`config.mk`:
```
export PLATFORM = sky130hd
export DESIGN_NAME = gray_codec
export DESIGN_NICKNAME = d
export VERILOG_FILES = /design/src/rtl/gray_codec_pkg.sv /design/src/rtl/gray_codec_stage.sv /design/src/rtl/gray_codec.sv
export SDC_FILE = /design/constraint.sdc
export NUM_CORES = 1
export LEC_CHECK = 0
export ABC_AREA = 1
export CORE_AREA = 4 4 103 105
export DETAILED_ROUTE_END_ITERATION = 8
export DIE_AREA = 0 0 107 109
export PLACE_DENSITY = 0.8
export SKIP_CTS_REPAIR_TIMING = 1
export SLEW_MARGIN = 20
export SYNTH_ARGS = -nofsm -noshare
export SYNTH_HDL_FRONTEND = slang
export SYNTH_SLANG_ARGS = --single-unit
export TNS_END_PERCENT = 50
```
`constraint.sdc`:
```
create_clock -name clk -period 4.85 [get_ports clk]
set_input_delay 0.7275 -clock clk [delete_from_list [all_inputs] [get_ports clk]]
set_output_delay 0.7275 -clock clk [all_outputs]
set_load 0.1 [all_outputs]
```
`src/rtl/gray_codec_pkg.sv`:
```
// Shared types and stage-split helpers for the gray_codec pipeline.
package gray_codec_pkg;

  typedef enum logic {
    MODE_G2B = 1'b0,
    MODE_B2G = 1'b1
  } gc_mode_e;

  // Widest lane the stage record below can describe.
  localparam int GC_MAX_W = 64;

  typedef struct packed {
    logic                valid;
    gc_mode_e            mode;
    logic [GC_MAX_W-1:0] gray;
    logic [GC_MAX_W-1:0] bin;
  } gc_stage_t;

  typedef struct packed {
    logic     valid;
    gc_mode_e mode;
  } gc_ctl_t;

  function automatic int gc_chunk(input int w, input int s);
    return (w + s - 1) / s;
  endfunction

  // Stages resolve bits MSB-first; trailing stages may get an empty range.
  function automatic int gc_bit_hi(input int w, input int s, input int idx);
    return w - 1 - idx * gc_chunk(w, s);
  endfunction

  function automatic int gc_bit_lo(input int w, input int s, input int idx);
    int lo;
    lo = gc_bit_hi(w, s, idx) - gc_chunk(w, s) + 1;
    return (lo < 0) ? 0 : lo;
  endfunction

endpackage

```
`src/rtl/gray_codec_stage.sv`:
```
// One lane of one conversion stage: resolves binary bits BIT_HI..BIT_LO of a
// Gray word, or performs the whole binary->Gray step in the first stage.
module gray_codec_stage
  import gray_codec_pkg::*;
#(
  parameter int DATA_WIDTH = 16,
  parameter int BIT_HI     = 15,
  parameter int BIT_LO     = 12
) (
  input  gc_mode_e              mode_i,
  input  logic [DATA_WIDTH-1:0] gray_i,
  input  logic [DATA_WIDTH-1:0] bin_i,
  output logic [DATA_WIDTH-1:0] gray_o,
  output logic [DATA_WIDTH-1:0] bin_o
);

  localparam bit FIRST = (BIT_HI == DATA_WIDTH - 1);

  logic run;

  always_comb begin
    gray_o = gray_i;
    bin_o  = bin_i;
    run    = 1'b0;
    if (mode_i == MODE_G2B) begin
      // run carries the binary bit just above the current position.
      for (int i = DATA_WIDTH - 1; i >= 0; i--) begin
        if (i > BIT_HI) begin
          run = bin_i[i];
        end else if (i >= BIT_LO) begin
          run      = run ^ gray_i[i];
          bin_o[i] = run;
        end
      end
    end else if (FIRST) begin
      bin_o = gray_i ^ (gray_i >> 1);
    end
  end

endmodule

```
`src/rtl/gray_codec.sv`:
```
// Pipelined multi-lane Gray<->binary converter with valid/ready handshake.
// Optional transfer counter output enabled by macro GRAY_CODEC_WORD_CNT_EN.
module gray_codec
  import gray_codec_pkg::*;
#(
  parameter int DATA_WIDTH = 16,
  parameter int NUM_LANES  = 1,
  parameter int STAGES     = 4
) (
  input  logic                            clk,
  input  logic                            rst,
  input  logic                            i_valid,
  output logic                            o_ready,
  input  logic                            i_mode,
  input  logic [NUM_LANES*DATA_WIDTH-1:0] i_data,
  output logic                            o_valid,
  input  logic                            i_ready,
  output logic                            o_mode,
  output logic [NUM_LANES*DATA_WIDTH-1:0] o_data
`ifdef GRAY_CODEC_WORD_CNT_EN
  ,
  output logic [31:0]                     o_word_cnt
`endif
);

  typedef logic [DATA_WIDTH-1:0] word_t;

  logic    en;
  gc_ctl_t in_ctl_d;
  gc_ctl_t in_ctl_q;
  word_t   in_data_q [NUM_LANES];
  gc_ctl_t ctl_q     [STAGES];
  word_t   gray_q    [STAGES][NUM_LANES];
  word_t   bin_q     [STAGES][NUM_LANES];
  word_t   gray_d    [STAGES][NUM_LANES];
  word_t   bin_d     [STAGES][NUM_LANES];

  // The whole pipeline moves together whenever the output slot can drain.
  assign en       = !o_valid || i_ready;
  assign o_ready  = en && !rst;
  assign in_ctl_d = '{valid: i_valid && o_ready, mode: gc_mode_e'(i_mode)};

  // Input register
  always_ff @(posedge clk) begin
    if (rst) begin
      in_ctl_q <= '0;
      for (int k = 0; k < NUM_LANES; k++) in_data_q[k] <= '0;
    end else if (en) begin
      in_ctl_q <= in_ctl_d;
      for (int k = 0; k < NUM_LANES; k++) in_data_q[k] <= i_data[k*DATA_WIDTH +: DATA_WIDTH];
    end
  end

  // Conversion stages
  for (genvar s = 0; s < STAGES; s++) begin : g_stage
    for (genvar k = 0; k < NUM_LANES; k++) begin : g_lane
      word_t    gray_in;
      word_t    bin_in;
      gc_mode_e mode_in;
      if (s == 0) begin : g_first
        assign gray_in = in_data_q[k];
        assign bin_in  = '0;
        assign mode_in = in_ctl_q.mode;
      end else begin : g_next
        assign gray_in = gray_q[s-1][k];
        assign bin_in  = bin_q[s-1][k];
        assign mode_in = ctl_q[s-1].mode;
      end
      gray_codec_stage #(
        .DATA_WIDTH(DATA_WIDTH),
        .BIT_HI    (gc_bit_hi(DATA_WIDTH, STAGES, s)),
        .BIT_LO    (gc_bit_lo(DATA_WIDTH, STAGES, s))
      ) u_stage (
        .mode_i(mode_in),
        .gray_i(gray_in),
        .bin_i (bin_in),
        .gray_o(gray_d[s][k]),
        .bin_o (bin_d[s][k])
      );
    end
  end

  always_ff @(posedge clk) begin
    if (rst) begin
      for (int s = 0; s < STAGES; s++) begin
        ctl_q[s] <= '0;
        for (int k = 0; k < NUM_LANES; k++) begin
          gray_q[s][k] <= '0;
          bin_q[s][k]  <= '0;
        end
      end
    end else if (en) begin
      ctl_q[0] <= in_ctl_q;
      for (int s = 1; s < STAGES; s++) ctl_q[s] <= ctl_q[s-1];
      for (int s = 0; s < STAGES; s++) begin
        for (int k = 0; k < NUM_LANES; k++) begin
          gray_q[s][k] <= gray_d[s][k];
          bin_q[s][k]  <= bin_d[s][k];
        end
      end
    end
  end

  // Output mapping
  assign o_valid = ctl_q[STAGES-1].valid;
  assign o_mode  = ctl_q[STAGES-1].mode;
  for (genvar k = 0; k < NUM_LANES; k++) begin : g_out
    assign o_data[k*DATA_WIDTH +: DATA_WIDTH] = bin_q[STAGES-1][k];
  end

`ifdef GRAY_CODEC_WORD_CNT_EN
  logic [31:0] word_cnt_q;
  logic [31:0] word_cnt_d;

  assign word_cnt_d = word_cnt_q + 32'd1;

  always_ff @(posedge clk) begin
    if (rst) begin
      word_cnt_q <= '0;
    end else if (o_valid && i_ready) begin
      word_cnt_q <= word_cnt_d;
    end
  end

  assign o_word_cnt = word_cnt_q;
`endif

endmodule

```
==> impl_metrics.py <==
metrics = {
    "die": {
        "die-area_sq_mm": 0.01166,
        "die-height_um": 109,
        "die_x_um": 107,
        "core_sq_mm": 0.009639,
        "row_count": 36,
        "io_pins": 40,
        "initial_core_util_pct": 49.78,
    },
    "worst_setup_path": {
        "r2r_slack_ps": 2750,
        "timing.rr.end": "bin_q[0][0]$_SDFFCE_PN0P_",
        "critPathBufInv": 1,
        "cp_slowest_cell": "clkdlybuf4s50_1",
        "required_ps": 4120,
        "worstPathCellList": "clkdlybuf4s50_1",
        "worstPathArrival_ps": 1980,
        "critPathKind": "reg -> out",
        "path_delay_family": "buffers and inverters",
        "worstSetupStartpointType": "flop",
        "crit_fanout": 2,
        "cp-end-kind": "primary output",
        "rr_worst_depth": 6,
        "cp_slowest_stage_delay_ps": 1130,
        "r2r_start": "ctl_q[3][1]$_SDFFCE_PN0P_",
    },
    "timing": {
        "slew_headroom_pct": 35.10,
        "holdWs_ps": 500.6,
        "worst_pin_slew_ps": 970.4,
        "grt_setup_unrepaired": "no",
        "clock-skew-final_ps": 5.416,
        "finalSetupViolations": 0,
        "setup_slack_ps": 2147,
        "drv_slew": 0,
        "fmax_mhz": 369.9,
        "hold_viol": 0,
        "final.setup.tns_ps": 0,
        "period_share_pct": 55.74,
        "layout_min_cycle_time_ps": 2703,
    },
    "route": {
        "wirelength_mm": 7.603,
        "antenna_left": 0,
        "firstDrtPassIters": 6,
        "drt_iter0_drc": 206,
        "drc": 0,
        "avgViaCountPerCell": 4.714,
        "wire_per_inst_um": 11.81,
        "via_count": 3036,
    },
    "grt": {
        "grt_pass1_vias": 3015,
        "grt_pass1_wl_mm": 12.91,
        "overflow": 0,
        "grt_util_met3_pct": 6.157,
        "grt_max_degree": 88,
        "grt_antenna_before_repair": 0,
        "grt_use_total_pct": 14.35,
        "grt.busiest_layer": "met2",
        "met1_usage_pct": 14.71,
        "use_met2_pct": 25.63,
    },
    "power_and_ir_drop": {
        "p_comb_share_pct": 9.3,
        "netSwitchingFraction_pct": 22.91,
        "leakage_nw": 2.467,
        "p_clk_share_pct": 44.1,
        "ir_drop_v": 0.0002655,
        "powerDensity_mw_per_mm2": 426.9,
        "p_int_mw": 1.920,
        "pwr-share-seq_pct": 46.6,
        "power.switching_mw": 0.5706,
    },
    "synthesis": {
        "synth-seq-cells": 114,
        "synthTopCellsByArea": "edfxtp_1 (70%), inv_1 (7.8%), nor2_1 (6.9%), nand2_1 (5.5%), nand3_1 (4.4%)",
        "synthSimpleGateAreaFrac_pct": 16.74,
        "yosysMostFrequentCell": "edfxtp_1",
        "syn_area_per_cell_sq_um": 10.69,
        "ys_warn_count": 0,
        "synthesis.nets": 470,
        "ys_async_sr_fraction_pct": 0,
        "ys_top_cells_by_count": "edfxtp_1 (112), inv_1 (100), nor2_1 (88), nand2_1 (70), nand3_1 (42)",
        "synth_flop_cell": "edfxtp_1",
        "synth_edf_count": 112,
        "yosysTopAreaCell": "edfxtp_1",
        "synth_top_family_by_area": "simple AND/OR/NAND/NOR gates",
        "seq_area_frac_synth_pct": 70.93,
        "synth-compound-area-share_pct": 2.555,
        "synthDistinctLibCells": 14,
        "synth_top_area_share_pct": 70.09,
        "synth_xor_area_share_pct": 0.1825,
        "synth_mux_area_share_pct": 0,
        "syn_area_sq_mm": 0.004798,
        "synth_cells": 449,
        "synthAdderAreaFrac_pct": 0,
    },
    "finish": {
        "design_area_sq_mm": 0.005833,
        "final_layout_size_suffix_gt1_share_pct": 6.458,
        "final_cells": 644,
        "num_antenna_cells": 0,
        "area_growth_pct": 21.56,
        "nets": 521,
    },
    "worst_hold_path": {
        "holdPathStages": 2,
        "hold_path_end": "in_ctl_q[1]$_SDFFE_PP0N_",
        "hold_path_startpoint": "in_ctl_q[1]$_SDFFE_PP0N_",
        "min_path_type": "reg -> reg",
    },
    "clocking": {
        "clock_latency_ps": 500,
        "path_clk_slew_ps": 50,
        "htree_levels": 4,
        "cts_tree": "built",
        "cts_made_buffers": 17,
        "clockRootBuffer": "clkbuf_8",
        "clockBufferDepth": 2,
        "clkSinkCount": 114,
    },
    "place": {
        "hpwl_mm": 4.695,
        "port_buffers": 39,
        "routabilityCongestion": 0.8238,
        "postPlaceCellArea_sq_mm": 0.005313,
        "dp.cells": 614,
        "dp_slack_ps": 1974,
    },
    "flow_run": {
        "drv_cap": 0,
    },
    "run_status": {
        "outcome": "complete, no violations",
    },
}
==> worst max-delay path by stage <==
stage / end / cells after the start / slack [ps] / start
2_1_floorplan: bin_q[0][0]$_SDFFCE_PN0P_ / 3 / 730 / ctl_q[3][1]$_SDFFCE_PN0P_
3_3_place_gp: bin_q[0][11]$_SDFFCE_PN0P_ / 6 / 2050 / i_ready
3_5_place_dp: bin_q[0][6]$_SDFFCE_PN0P_ / 6 / 1970 / i_ready
4_1_cts: o_valid / 1 / 2120 / ctl_q[3][1]$_SDFFCE_PN0P_
5_1_grt: o_data[15] / 1 / 2070 / bin_q[3][15]$_SDFFCE_PN0P_
6_report: o_valid / 1 / 2150 / ctl_q[3][1]$_SDFFCE_PN0P_
==> power groups by stage <==
stage | sequential (mW) | clock [mW] | combinational (mW)
global route | 1.17 | 1.16 | 0.252
global placement | 1.18 | 0 | 0.221
finish | 1.16 | 1.10 | 0.231
floorplan | 1.25 | 0 | 0.103
detailed placement | 1.18 | 0 | 0.229
CTS | 1.16 | 1.11 | 0.232
==> metrics by stage <==
stage	total power, mW	util (%)
final	2.490	60.51
after global routing	2.576	60.51
after CTS	2.500	60.51
after detailed placement	1.409	55.11
after global placement	1.399	55.11
after floorplan	1.349	-
==> sequential cells by signal, summed over array words and instances (netlist names) <==
register and flops:
bin_q 62, ctl_q 8, g_stage.g_lane.mode_in 1, gray_q 26, in_ctl_q 1, in_data_q 16
==> per-layer routing <==
layer	vias to the layer above	routed length, um
met5	-	0
met1	1380	2966
li1	1533	-
met4	0	118
met2	113	4022
met3	10	495
==> logic make-up (layout without fill, tap and decap cells) <==
logic type                after synthesis  count (layout)
xor gates and xnor gates                1               1
and+or+nand+nor                       200             200
AOI/OAI and AO/OA                      20              20
DFF                                   114             114
buffers and inverters                 114             176
==> area by class of cell <==
type / instances / area [sq um]
clock inverter: 9 / 91.34
sequential: 114 / 3403
tap: 133 / 166.4
fill: 773 / 3806
timing repair buffer: 42 / 410.4
multi-input combinational: 221 / 942.2
clock buffer: 21 / 429.2
inverter: 104 / 390.4
==> layout by cell type (no fill, tap or decap), drive strengths merged, types with 2 or more instances in the layout <==
master,instances
edfxtp,112
clkinv,7
nand3,42
clkbuf,21
inv,104
buf,4
bufinv,2
nor2,88
a21oi,14
a22o,3
dfxtp,2
clkdlybuf4s50,38
o21ai,3
nand2,70
Power figures use the tool's default switching activity.
